**src/rtl/ev_multi_slot_charger.sv**
```systemverilog
// N-slot EV charging controller: per-slot session FSMs with sticky fault codes and
// session timers, plus a round-robin arbiter that admits waiting slots under a budget.
//
// state    | meaning
// IDLE  0  | no session, waiting for a plugged vehicle with sufficient voltage
// WAIT  1  | session requested, queued for the arbiter
// CHARGING | admitted, timer running, faults monitored
// FULL  3  | target voltage reached, timer frozen until unplug
// ERROR 4  | fault latched, needs fault_clear with the fault gone
module ev_multi_slot_charger #(
  parameter int NUM_SLOTS  = 4,
  parameter int DATA_W     = 16,
  parameter int TIME_W     = 32,
  parameter int MAX_ACTIVE = 2,
  parameter int V_START    = 1000,
  parameter int V_FULL     = 4000,
  parameter int V_MAX      = 4500,
  parameter int I_MAX      = 3000,
  parameter int T_MAX      = 80,
  localparam int SLOT_W    = (NUM_SLOTS > 1) ? $clog2(NUM_SLOTS) : 1,
  localparam int CNT_W     = $clog2(NUM_SLOTS + 1)
) (
  input  logic                          clk,
  input  logic                          reset,
  input  logic [NUM_SLOTS-1:0]          slot_request,
  input  logic [NUM_SLOTS*DATA_W-1:0]   voltage,
  input  logic [NUM_SLOTS*DATA_W-1:0]   current,
  input  logic [NUM_SLOTS*DATA_W-1:0]   temperature,
  input  logic [NUM_SLOTS-1:0]          fault_clear,
  output logic [NUM_SLOTS-1:0]          charging,
  output logic [NUM_SLOTS*3-1:0]        slot_state,
  output logic [NUM_SLOTS*8-1:0]        fault_code,
  output logic [NUM_SLOTS*TIME_W-1:0]   charging_time,
  output logic [CNT_W-1:0]              active_count,
  output logic                          grant_valid,
  output logic [SLOT_W-1:0]             grant_slot
);

  localparam logic [2:0] S_IDLE = 3'd0;
  localparam logic [2:0] S_WAIT = 3'd1;
  localparam logic [2:0] S_CHG  = 3'd2;
  localparam logic [2:0] S_FULL = 3'd3;
  localparam logic [2:0] S_ERR  = 3'd4;

  localparam logic [DATA_W-1:0] V_START_L = DATA_W'(V_START);
  localparam logic [DATA_W-1:0] V_FULL_L  = DATA_W'(V_FULL);
  localparam logic [DATA_W-1:0] V_MAX_L   = DATA_W'(V_MAX);
  localparam logic [DATA_W-1:0] I_MAX_L   = DATA_W'(I_MAX);
  localparam logic [DATA_W-1:0] T_MAX_L   = DATA_W'(T_MAX);
  localparam logic [CNT_W-1:0]  MAX_L     = CNT_W'(MAX_ACTIVE);
  localparam logic [TIME_W-1:0] TIME_SAT  = {TIME_W{1'b1}};

  logic [2:0]        state_q [NUM_SLOTS];
  logic [2:0]        state_d [NUM_SLOTS];
  logic [DATA_W-1:0] v_s     [NUM_SLOTS];
  logic [DATA_W-1:0] i_s     [NUM_SLOTS];
  logic [DATA_W-1:0] t_s     [NUM_SLOTS];
  logic [7:0]        flt     [NUM_SLOTS];
  logic [7:0]        fcode_q [NUM_SLOTS];
  logic [TIME_W-1:0] time_q  [NUM_SLOTS];

  logic [CNT_W-1:0]     cnt_q, cnt_d;
  logic [SLOT_W-1:0]    rr_ptr, rr_next;
  logic [SLOT_W-1:0]    grant_idx, cand;
  logic [NUM_SLOTS-1:0] grant_vec;
  logic                 grant_any;
  int                   cidx;

  always_comb begin
    for (int i = 0; i < NUM_SLOTS; i++) begin
      v_s[i] = voltage[i*DATA_W +: DATA_W];
      i_s[i] = current[i*DATA_W +: DATA_W];
      t_s[i] = temperature[i*DATA_W +: DATA_W];
      flt[i] = {5'b0, v_s[i] > V_MAX_L, i_s[i] > I_MAX_L, t_s[i] > T_MAX_L};
    end
  end

  // Budget check uses the registered count, so a slot leaving CHARGING frees
  // its place only from the following cycle.
  always_comb begin
    grant_vec = '0;
    grant_any = 1'b0;
    grant_idx = '0;
    cand      = '0;
    cidx      = 0;
    if (cnt_q < MAX_L) begin
      for (int j = 0; j < NUM_SLOTS; j++) begin
        cidx = int'(rr_ptr) + j;
        if (cidx >= NUM_SLOTS) cidx = cidx - NUM_SLOTS;
        cand = SLOT_W'(cidx);
        if (!grant_any && state_q[cand] == S_WAIT && slot_request[cand]) begin
          grant_any = 1'b1;
          grant_idx = cand;
        end
      end
    end
    if (grant_any) grant_vec[grant_idx] = 1'b1;
  end

  assign rr_next = (grant_idx == SLOT_W'(NUM_SLOTS - 1)) ? '0 : grant_idx + SLOT_W'(1);

  // State register
  always_ff @(posedge clk) begin
    if (reset) begin
      for (int i = 0; i < NUM_SLOTS; i++) state_q[i] <= S_IDLE;
      cnt_q <= '0;
    end else begin
      for (int i = 0; i < NUM_SLOTS; i++) state_q[i] <= state_d[i];
      cnt_q <= cnt_d;
    end
  end

  // Next-state logic
  always_comb begin
    for (int i = 0; i < NUM_SLOTS; i++) begin
      state_d[i] = state_q[i];
      case (state_q[i])
        S_IDLE: if (slot_request[i] && v_s[i] > V_START_L) state_d[i] = S_WAIT;
        S_WAIT: begin
          if (!slot_request[i])  state_d[i] = S_IDLE;
          else if (grant_vec[i]) state_d[i] = S_CHG;
        end
        S_CHG: begin
          if (flt[i] != 8'd0)          state_d[i] = S_ERR;
          else if (v_s[i] >= V_FULL_L) state_d[i] = S_FULL;
          else if (!slot_request[i])   state_d[i] = S_IDLE;
        end
        S_FULL: if (!slot_request[i]) state_d[i] = S_IDLE;
        S_ERR:  if (fault_clear[i] && flt[i] == 8'd0) state_d[i] = S_IDLE;
        default: state_d[i] = S_IDLE;
      endcase
    end
  end

  always_comb begin
    cnt_d = '0;
    for (int i = 0; i < NUM_SLOTS; i++)
      if (state_d[i] == S_CHG) cnt_d = cnt_d + CNT_W'(1);
  end

  // Output decode
  always_comb begin
    for (int i = 0; i < NUM_SLOTS; i++) begin
      charging[i]                       = (state_q[i] == S_CHG);
      slot_state[i*3 +: 3]              = state_q[i];
      fault_code[i*8 +: 8]              = fcode_q[i];
      charging_time[i*TIME_W +: TIME_W] = time_q[i];
    end
  end

  assign active_count = cnt_q;

  always_ff @(posedge clk) begin
    if (reset) begin
      for (int i = 0; i < NUM_SLOTS; i++) begin
        fcode_q[i] <= 8'd0;
        time_q[i]  <= '0;
      end
    end else begin
      for (int i = 0; i < NUM_SLOTS; i++) begin
        case (state_q[i])
          S_WAIT: if (grant_vec[i]) time_q[i] <= '0;
          S_CHG: begin
            if (time_q[i] != TIME_SAT) time_q[i] <= time_q[i] + TIME_W'(1);
            fcode_q[i] <= fcode_q[i] | flt[i];
          end
          S_ERR: begin
            if (fault_clear[i] && flt[i] == 8'd0) fcode_q[i] <= 8'd0;
            else                                  fcode_q[i] <= fcode_q[i] | flt[i];
          end
          default: ;
        endcase
      end
    end
  end

  always_ff @(posedge clk) begin
    if (reset) begin
      grant_valid <= 1'b0;
      grant_slot  <= '0;
      rr_ptr      <= '0;
    end else begin
      grant_valid <= grant_any;
      if (grant_any) begin
        grant_slot <= grant_idx;
        rr_ptr     <= rr_next;
      end
    end
  end

endmodule

```
**config.mk**
```make
export PLATFORM = sky130hd
export DESIGN_NAME = ev_multi_slot_charger
export DESIGN_NICKNAME = d
export VERILOG_FILES = /design/src/rtl/ev_multi_slot_charger.sv
export SDC_FILE = /design/constraint.sdc
export NUM_CORES = 1
export LEC_CHECK = 0
export CAP_MARGIN = 40
export CORE_ASPECT_RATIO = 0.75
export CORE_MARGIN = 2
export CORE_UTILIZATION = 48
export DETAILED_ROUTE_END_ITERATION = 8
export MAX_ROUTING_LAYER = met4
export PLACE_DENSITY = 0.87
export SLEW_MARGIN = 15
export SYNTH_ARGS = -nofsm -noshare
export SYNTH_HDL_FRONTEND = slang
export SYNTH_SLANG_ARGS = --single-unit
```
**constraint.sdc**
```tcl
create_clock -name clk -period 9.52 [get_ports clk]
set_clock_uncertainty 0.05 [all_clocks]
set_input_delay 1.904 -clock clk [delete_from_list [all_inputs] [get_ports clk]]
set_output_delay 1.904 -clock clk [all_outputs]
set_load 0.02 [all_outputs]
```
# ---- Yosys cells after proc, flatten, opt, wreduce, memory -nomap -nowiden
# Memories as Yosys holds them, arrays and structs flattened.
# Index checks and enable logic that the tools add are counted.
dict set report totals {
  register_bits 8
  mem_bits_rw 172
  inputBits 202
  elab_cells 313
  memories 3
}
dict set report op_classes {
  addsub 15
  magnitude_cmp 31
  eq_ne 29
  n_mux 172
  bitwise 28
  reduce_logical 31
}
# name depth width read_ports rd_clocked_by_memory_dff wr line
set mem_list {}
lappend mem_list {time_q 4 32 4 0 4 60} ;# logic [TIME_W-1:0] time_q [NUM_SLOTS];
lappend mem_list {fcode_q 4 8 4 0 4 59} ;# logic [7:0] fcode_q [NUM_SLOTS];
lappend mem_list {state_q 4 3 8 0 4 53} ;# logic [2:0] state_q [NUM_SLOTS];
# op count
set ops {}
lappend ops {{$mux W32} 8}
lappend ops {{$add A32 B1 Y32 const B} 4}
lappend ops {{$ne A32 B32 Y1 const B} 4}
lappend ops {{$mux W3} 35}
lappend ops {{$mux W8} 12}
lappend ops {{$mux W1} 93}
lappend ops {{$ge A16 B12 Y1 const B} 4}
lappend ops {{$gt A16 B10 Y1 const B} 4}
lappend ops {{$gt A16 B12 Y1 const B} 4}
lappend ops {{$gt A16 B13 Y1 const B} 4}
lappend ops {{$gt A16 B7 Y1 const B} 4}
lappend ops {{$pmux W3 S5} 4}
lappend ops {{$eq A3 B2 Y1 const B} 12}
lappend ops {{$logic_not A8 Y1} 4}
lappend ops {{$or A8 B3 Y8} 4}
lappend ops {{$reduce_bool A8 Y1} 4}
lappend ops {{$mux W2} 14}
lappend ops {{$eq A3 B1 Y1 const B} 8}
lappend ops {{$or A1 B1 Y1} 24}
lappend ops {{$logic_and A1 B1 Y1} 16}
lappend ops {{$lt A2 B3 Y1 const B} 5}
lappend ops {{$eq A3 B3 Y1 const B} 4}
lappend ops {{$logic_not A3 Y1} 4}
lappend ops {{$add A3 B1 Y3 const B} 3}
lappend ops {{13 further kinds} 24}

# ---- Logic depth before layout (Yosys ltp)
# Gate-level depths: netlist (run 1).
dict set report depth {
  ltp_word 39
  depth_mapped 22
}

# ---- Worst setup path after synthesis (run 1)
# OpenSTA, ideal clock, no wires.
dict set report synth_timing {
  kind {in2reg}
  from {input slot_request[0]}
  to {memory time_q[1][0], enable pin}
  arrival_ns 4.709
  path_slack_ns 4.336
  stages 10
  n_path_buf 0
  path_cell_list {nand4bb_1 nor2b_1 nor2_1 o21ai_1 a22o_1 o211ai_1 ha_1 nand4_1 o21a_1 o21ai_1}
}
# item line
set synth_lines {}
lappend synth_lines {{start, declared} 25} ;# input logic [NUM_SLOTS-1:0] slot_request,
lappend synth_lines {{end, declared} 60}

# ---- Worst setup path in the final report (run 1)
dict set report layout_timing {
  from {input slot_request[0]}
  to {register cnt_q[2] (netlist: active_count[2])}
}
dict set report layout_via {
  elab_chain_cells 36
  word_cells_on_any_way 65
  cone_classes {add/sub (3); order compare (2); eq/ne (4); mux (44); reduce/logical (12)}
}
# item line
set layout_rtl {}
lappend layout_rtl {{$bmux W1 S2} 91} ;# if (!grant_any && state_q[cand] == S_WAIT && slot_request[cand]) begin
lappend layout_rtl {{$mux W1 (implied by the code)} 91}
lappend layout_rtl {{$logic_and A1 B1 Y1} 91}
lappend layout_rtl {{$mux W1} 91}
lappend layout_rtl {{$mux W1} 86} ;# if (cnt_q < MAX_L) begin
lappend layout_rtl {{$logic_not A1 Y1} 91}
lappend layout_rtl {{$logic_and A1 B1 Y1 (2 in a row)} 91}
lappend layout_rtl {{$mux W1} 91}
lappend layout_rtl {{(+19 left out)} --}
lappend layout_rtl {{$eq A3 B2 Y1} 138} ;# if (state_d[i] == S_CHG) cnt_d = cnt_d + CNT_W'(1);
lappend layout_rtl {{$mux W1} 138}
lappend layout_rtl {{$add A3 B1 Y3} 138}
lappend layout_rtl {{$mux W3} 138}
lappend layout_rtl {{$add A3 B1 Y3} 138}
lappend layout_rtl {{$mux W3} 138}
lappend layout_rtl {{$add A3 B1 Y3} 138}
lappend layout_rtl {{$mux W3 *} 138}
lappend layout_rtl {{end signal, assigned} 109} ;# cnt_q <= cnt_d;
lappend layout_rtl {{end, declared} 62} ;# logic [CNT_W-1:0] cnt_q, cnt_d;
# Mark *: on every way between the ends. The rest lies on a longest branch, timed or not. The select of a mux whose other input is x is not followed.
# A chain may end at the register's enable or synchronous reset.

==> results.md, run 1 <==
- Core area: around 20000 um^2
- Crit path largest cell delay: 0.55 ns
- Post-Route Utilization: between 70% and 80%
- Max-cap violations: 0
- First-pass DRT Iterations: 6
- Inserted Clock Buffers: 17
- Routed Antenna Nets: 0
- Internal power: 1.292 mW
- Postcts setup bufs: 0
- Switch Pwr: just under 0.5 mW
- WL/cell: 17.26 um
- Worst-path clk slew: roughly 0.060 ns
- Data required, critical path: 9.82 ns
- RSZ-0062 raised after global routing: no
- Slew headroom: roughly 47%
- Critical path peak fanout: 6
- Diode count: 0
- Clock share of power: about 37%
- Die Y-Extent: between 100 and 150 um
- Routed vias: ~9000
- Critical Path Source Type: input port
- Number of remaining DRC errors: 0
- DP Cell Count: approximately 1600
- Number of I/O pins: 384
- YS warnings: 0
- Arrival @ worst endpoint: between 5 and 6 ns
- Slowest stage cell on the critical path: clkdlybuf4s50_1
- Clk sinks: 160
- Final hold violation count: 0
- Slew Viols, Final: 0
- Mean post-synth cell area: just under 10 um^2
- Status: finished clean
- Initial Util: between 40% and 50%
- Mapped Area: 9649 um^2
- Largest net degree at the start of global routing: 33
- Critical Path Source: slot_request[0]
- Syn Inst Count: about 1000
- Post-synth EDFFs: between 100 and 150
- Comb power frac: between 10% and 20%
- Async SR Flop Fraction: 0%
- Clk_lat worst skew: between 0.4 and 0.5 ns
- PD cells: 126.3 nW/um^2
- CTS root buffer: clkbuf_16
- Antenna violations before repair: 0
- Routed WL: ~28000 um
- Seq pwr share: 46.8%
- I/O Buffers: approximately 360
- Final worst setup slack: roughly 4.0 ns
- Area grow syn2layout: 45.70%
- Final setup vio count: 0
- Reg2Reg Depth: 17
- Worst min path class: flip-flop to flip-flop
- Seq cells post-synth: 160
- DP Worst Slack: 3.647 ns
- H-tree lvl count: 4
- Deepest clock path buffer count: 2
- Post-CTS sizing: 0
- Type of destination of the critical path: flip-flop
- Reg2reg setup slack: ~5.5 ns
- Final min period: approximately 5.5 ns
- Std cell rows: 44
- TritonCTS clock tree: done
- Worst slew pin tran: slightly below 0.8 ns
- CP Capture Point: active_count[2]
- Full die area: approximately 21000 um^2
- FMAX: 180.2 MHz
- First-pass GRT wire length: between 40000 and 50000 um
- Share of layout cells above drive strength 1: about 5.1%
- Final Non-Filler Cells: roughly 1600
- CTS Hold Buffers Added: 0
- Crit Reg-Reg Endpoint: active_count[2]
- Sequential fraction of the synthesis area: between 40% and 50%
- Sw Share: 27.22%
- Top FF cell, synth: edfxtp_1
- Cells along the critical path: clkdlybuf4s50_1 -> nand4bb_1 -> nor2b_1 -> nor2_1 -> o21ai_1 -> a22o_1 -> o211ai_1 -> ha_1 -> nand2_1 -> o21ai_1 -> o31ai_1 -> a32oi_1 -> and3_1 -> ha_1 -> xor2_1 -> ha_1 -> inv_1 -> a311o_1 -> a21oi_1
- GRT Util Overall: a little over a quarter
- Vias in the first global route: between 8000 and 9000
- Detailed Route Iter0 Violations: 761
- Nets: roughly 1600
- Leak: approximately 4.8 nW
- Netlist cell types: 80
- DP HPWL: 21700 um
- Maximum vdd ir drop: between 0.1 and 0.15 mV
- DIE WIDTH: around 170 um
- Global route overflow: 0
- Worst path most repeated cell: ha_1
- Final Cycle Share: between 50% and 60%
- R2r startpoint: state_q[1][0]
- Placer Congestion: around 0.84
- Final setup TNS: 0 ns
- Setup CP Type: input port to flip-flop
- Vias/cell: 5.529
## sequential cells by signal, summed over array words and instances, names as in the netlist
name / cells
active_count: 3
fcode_q: 12
grant_slot: 2
grant_valid: 1
rr_ptr: 2
state_q: 12
time_q: 128
## kinds of logic after synthesis
family          synth area share [%]
xor+xnor                       10.53
fa+ha+maj                      1.426
other cells                  0.03886
mux                           0.3242
simple gates                   26.04
flops                          47.72
compound gates                 9.881
buf+inv                        4.046
## layout make-up
class / instances / area, um^2
multi-input cells: 782 / 4737
flip-flops and latches: 160 / 4604
repair buffers: 373 / 3714
clock buffers: 17 / 425.4
clock inverters: 15 / 143.9
fillers: 1438 / 5485
well taps: 253 / 316.6
inverters: 31 / 117.6
## per-stage QoR
stage | hold WS (ns) | power [mW] | area [um^2]
floorplan | 0.4891 | 0.9557 | 9721
global placement | 0.4467 | 1.117 | 13470
detailed placement | 0.4425 | 1.123 | 13480
CTS | 0.4619 | 1.780 | 14050
global route | 0.4849 | 1.836 | 14060
finish | 0.4631 | 1.775 | 14060
## per-layer routing
metal | routed length [um] | up-vias | GRT usage, %
met2 | 14430 | 333 | 45.25
li1 | - | 4342 | -
met5 | 0 | - | -
met3 | 1393 | 35 | 5.304
met1 | 11830 | 4307 | 33.01
met4 | 498 | 0 | 7.417
## cell usage in the layout (no fill, tap or decap), types with 13 or more instances in the layout
master,synthesis,final
xor2_1,83,83
edfxtp_1,140,140
a21oi_1,32,32
and3_1,21,21
clkbuf_16,0,17
nand3_1,60,60
nor2_1,178,178
nand4_1,30,30
nor4_1,16,16
and4_1,16,16
conb_1,1,20
clkdlybuf4s50_1,0,363
o21ai_0,15,15
inv_1,28,28
xnor2_1,33,33
dfxtp_1,20,20
or3_1,13,13
nand2_1,89,89
nor3_1,23,23
## Yosys cell counts, types with 13 or more instances
library cell | instances | area share [%]
nor2_1 | 178 | 6.9
edfxtp_1 | 140 | 44
nand2_1 | 89 | 3.5
xor2_1 | 83 | 7.5
nand3_1 | 60 | 3.1
xnor2_1 | 33 | 3.0
a21oi_1 | 32 | 1.7
nand4_1 | 30 | 1.9
inv_1 | 28 | 1.1
nor3_1 | 23 | 1.2
and3_1 | 21 | 1.4
buf_4 | 21 | 1.6
dfxtp_1 | 20 | 4.1
and4_1 | 16 | 1.5
nor4_1 | 16 | 1.0
o21ai_0 | 15 | 0.78
or3_1 | 13 | 0.84
## worst min-delay path by stage
stage             startpoint             to  slack [ns]  depth (start not counted)
2_1_floorplan      rr_ptr[1]      rr_ptr[1]        0.49                          2
3_3_place_gp   grant_slot[0]  grant_slot[0]        0.45                          2
3_5_place_dp   grant_slot[0]  grant_slot[0]        0.44                          2
4_1_cts        grant_slot[0]  grant_slot[0]        0.46                          2
5_1_grt        grant_slot[0]  grant_slot[0]        0.48                          2
6_report       grant_slot[1]  grant_slot[1]        0.46                          2
## worst max-delay path, delay by kind of cell
| family | cells | cell delay, ns |
|---|---|---|
| buffers and inverters | 2 | 0.60 |
| AND/OR/NAND/NOR | 5 | 0.92 |
| XOR/XNOR | 1 | 0.28 |
| adder cells (fa/ha/maj) | 3 | 0.74 |
| AO/OA/AOI/OAI | 8 | 1.39 |
## power by group through the flow
| stage | clock network, mW | registers [mW] | logic [mW] |
|---|---|---|---|
| global route | 0.704 | 0.835 | 0.297 |
| floorplan | 0 | 0.871 | 0.0847 |
| CTS | 0.670 | 0.830 | 0.281 |
| global placement | 0 | 0.843 | 0.274 |
| detailed placement | 0 | 0.844 | 0.279 |
| finish | 0.665 | 0.831 | 0.280 |
No activity file was read; power rests on OpenSTA's default activity.
==> run 2: changes to the inputs <==
Settings changed: CORE_UTILIZATION 48 to 44, PLACE_DENSITY 0.87 to 0.81.
Clock period 9.52 ns to 5.6 ns, I/O delays scaled along.
==> run 2 against run 1 <==
Net effect: routed wire length up 2.9%; sequential cell count is the same; first-iteration DRC count shrank 14%; cell count is 2.1% higher; non-clock buffer count stayed put; combinational power up 71%; critical path depth increased by 2; critical path type unchanged.
==> results.md, run 2 (same netlist as run 1, synthesis figures left out) <==
- Status: finished clean
- CTS Hold Buffers Added: 0
- Diode count: 0
- WL/cell: roughly 17 um
- Full die area: roughly 23000 um^2
- Min-Delay Path Depth: 2
- Worst slew pin tran: between 0.8 and 0.9 ns
- Arrival @ worst endpoint: 5.09 ns
- Postcts setup bufs: 0
- Routed wire length on met3: between 1500 and 2000 um
- Data required, critical path: ~6 ns
- Routed WL: approximately 29000 um
- Met2 wire len: between 10000 and 15000 um
- Routed Antenna Nets: 0
- Dpl cell area: approximately 14000 um^2
- Setup CP Type: input port to flip-flop
- Slew headroom: roughly 46%
- H-tree lvl count: 4
- TritonCTS clock tree: done
- First-pass GRT wire length: around 46000 um
- Maximum vdd ir drop: 0.2106 mV
- Critical Path Source Type: input port
- FF/Latch Area: roughly 4600 um^2
- Type of destination of the critical path: flip-flop
- RSZ-0062 raised after global routing: no
- Post-CTS sizing: 0
- Most common cell after layout, fill and taps aside: clkdlybuf4s50_1
- Clk_lat worst skew: approximately 0.43 ns
- Number of remaining DRC errors: 0
- Biggest register: time_q
- Inserted Clock Buffers: 17
- Detailed Route Iter0 Violations: 655
- Largest net degree at the start of global routing: 33
- Antenna violations before repair: 0
- Core area: around 21000 um^2
- Hold WS: 0.4431 ns
- Critical path peak fanout: 6
- Worst min path class: flip-flop to flip-flop
- Nets: around 1600
- Top sig layer: met4
- Routed vias: about 9000
- Initial Util: 45.19%
- First-pass DRT Iterations: 5
- Final Cycle Share: between 80% and 90%
- Final hold violation count: 0
- Area grow syn2layout: 46.21%
- Max reg flops: approximately 130
- Std cell rows: 46
- Fillers: 1682
- PD cells: 216.2 nW/um^2
- Clk sinks: 160
- Placer Congestion: about 0.83
- Met1 wire length: about 12000 um
- Vias/cell: between 5 and 6
- Deepest clock path buffer count: 2
- Global route overflow: 0
- I/O Buffers: roughly 360
- Power Total: approximately 3.1 mW
- Die Y-Extent: between 100 and 150 um
- DP Worst Slack: around 0.50 ns
- Fin area: between 10000 and 15000 um^2
- Final setup TNS: 0 ns
- Footprint of the multi-input gates: 4737 um^2
- DIE WIDTH: roughly 170 um
- FMAX: about 210 MHz
- Share of layout cells above drive strength 1: roughly 5.0%
- Number of I/O pins: ~380
- Slew Viols, Final: 0
- GRT Util Overall: between 20% and 30%
- Commonest cells after routing, fill and taps aside: clkdlybuf4s50_1 (363), nor2_1 (178), edfxtp_1 (140), nand2_1 (89), xor2_1 (83)
- Reg2Reg Depth: 20
- CTS root buffer: clkbuf_16
- Max-cap violations: 0
- Final setup vio count: 0
- Vias in the first global route: 8904
- Final min period: approximately 4.8 ns
- Leak: 4.843 nW
- Worst-path clk slew: approximately 0.070 ns
- DP HPWL: 22460 um
- Final worst setup slack: 0.8187 ns
- Biggest regs: time_q: 128 flops, fcode_q: 12 flops, state_q: 12 flops
==> run 2: area by class of cell <==
class / count / share of cell area, %
clock buffer: 19 / 3.068
clock inverter: 13 / 0.9933
inverter: 31 / 0.8336
multi-input combinational: 782 / 33.58
sequential: 160 / 32.64
tap: 288 / 2.554
timing repair buffer: 373 / 26.34
==> run 2: worst paths after layout <==
kind                        start         endpoint  slack [ns]
setup / recovery  slot_request[0]  active_count[2]        0.82
hold reg to reg     grant_slot[1]    grant_slot[1]        0.44
setup reg to reg    state_q[0][0]  active_count[2]        1.46
hold / removal      grant_slot[1]    grant_slot[1]        0.44
==> run 2: report_power, final <==
part | switching, mW | total, mW | internal (mW)
Combinational | 0.219 | 0.478 | 0.258
Sequential | 0.0650 | 1.41 | 1.35
Clock | 0.530 | 1.16 | 0.631
Total | 0.815 | 3.05 | 2.24
==> run 2: worst max-delay path: stages <==
cell,delay (ns)
clkdlybuf4s50_1,0.54
nand4bb_1,0.31
nor2b_1,0.26
nor2_1,0.10
o21ai_1,0.06
a22o_1,0.24
o211ai_1,0.19
ha_1,0.26
nand2_1,0.06
o21ai_1,0.14
o31ai_1,0.09
a32oi_1,0.23
and3_1,0.23
ha_1,0.21
inv_1,0.06
mux2_1,0.31
inv_1,0.07
ha_1,0.14
inv_1,0.05
a311o_1,0.27
a21oi_1,0.14
==> run 2: layer usage <==
| layer | GRT usage (%) | vias up |
|---|---|---|
| li1 | - | 4332 |
| met1 | 31.25 | 4328 |
| met2 | 43.24 | 335 |
| met3 | 4.152 | 46 |
| met4 | 7.083 | 0 |
| met5 | - | - |
==> run 2: per-stage QoR <==
stage,std cells,util [%]
after global routing,1666,66.07
after CTS,1665,66.05
after floorplan,1018,-
final,1666,66.07
after detailed placement,1633,63.37
after global placement,1631,63.25
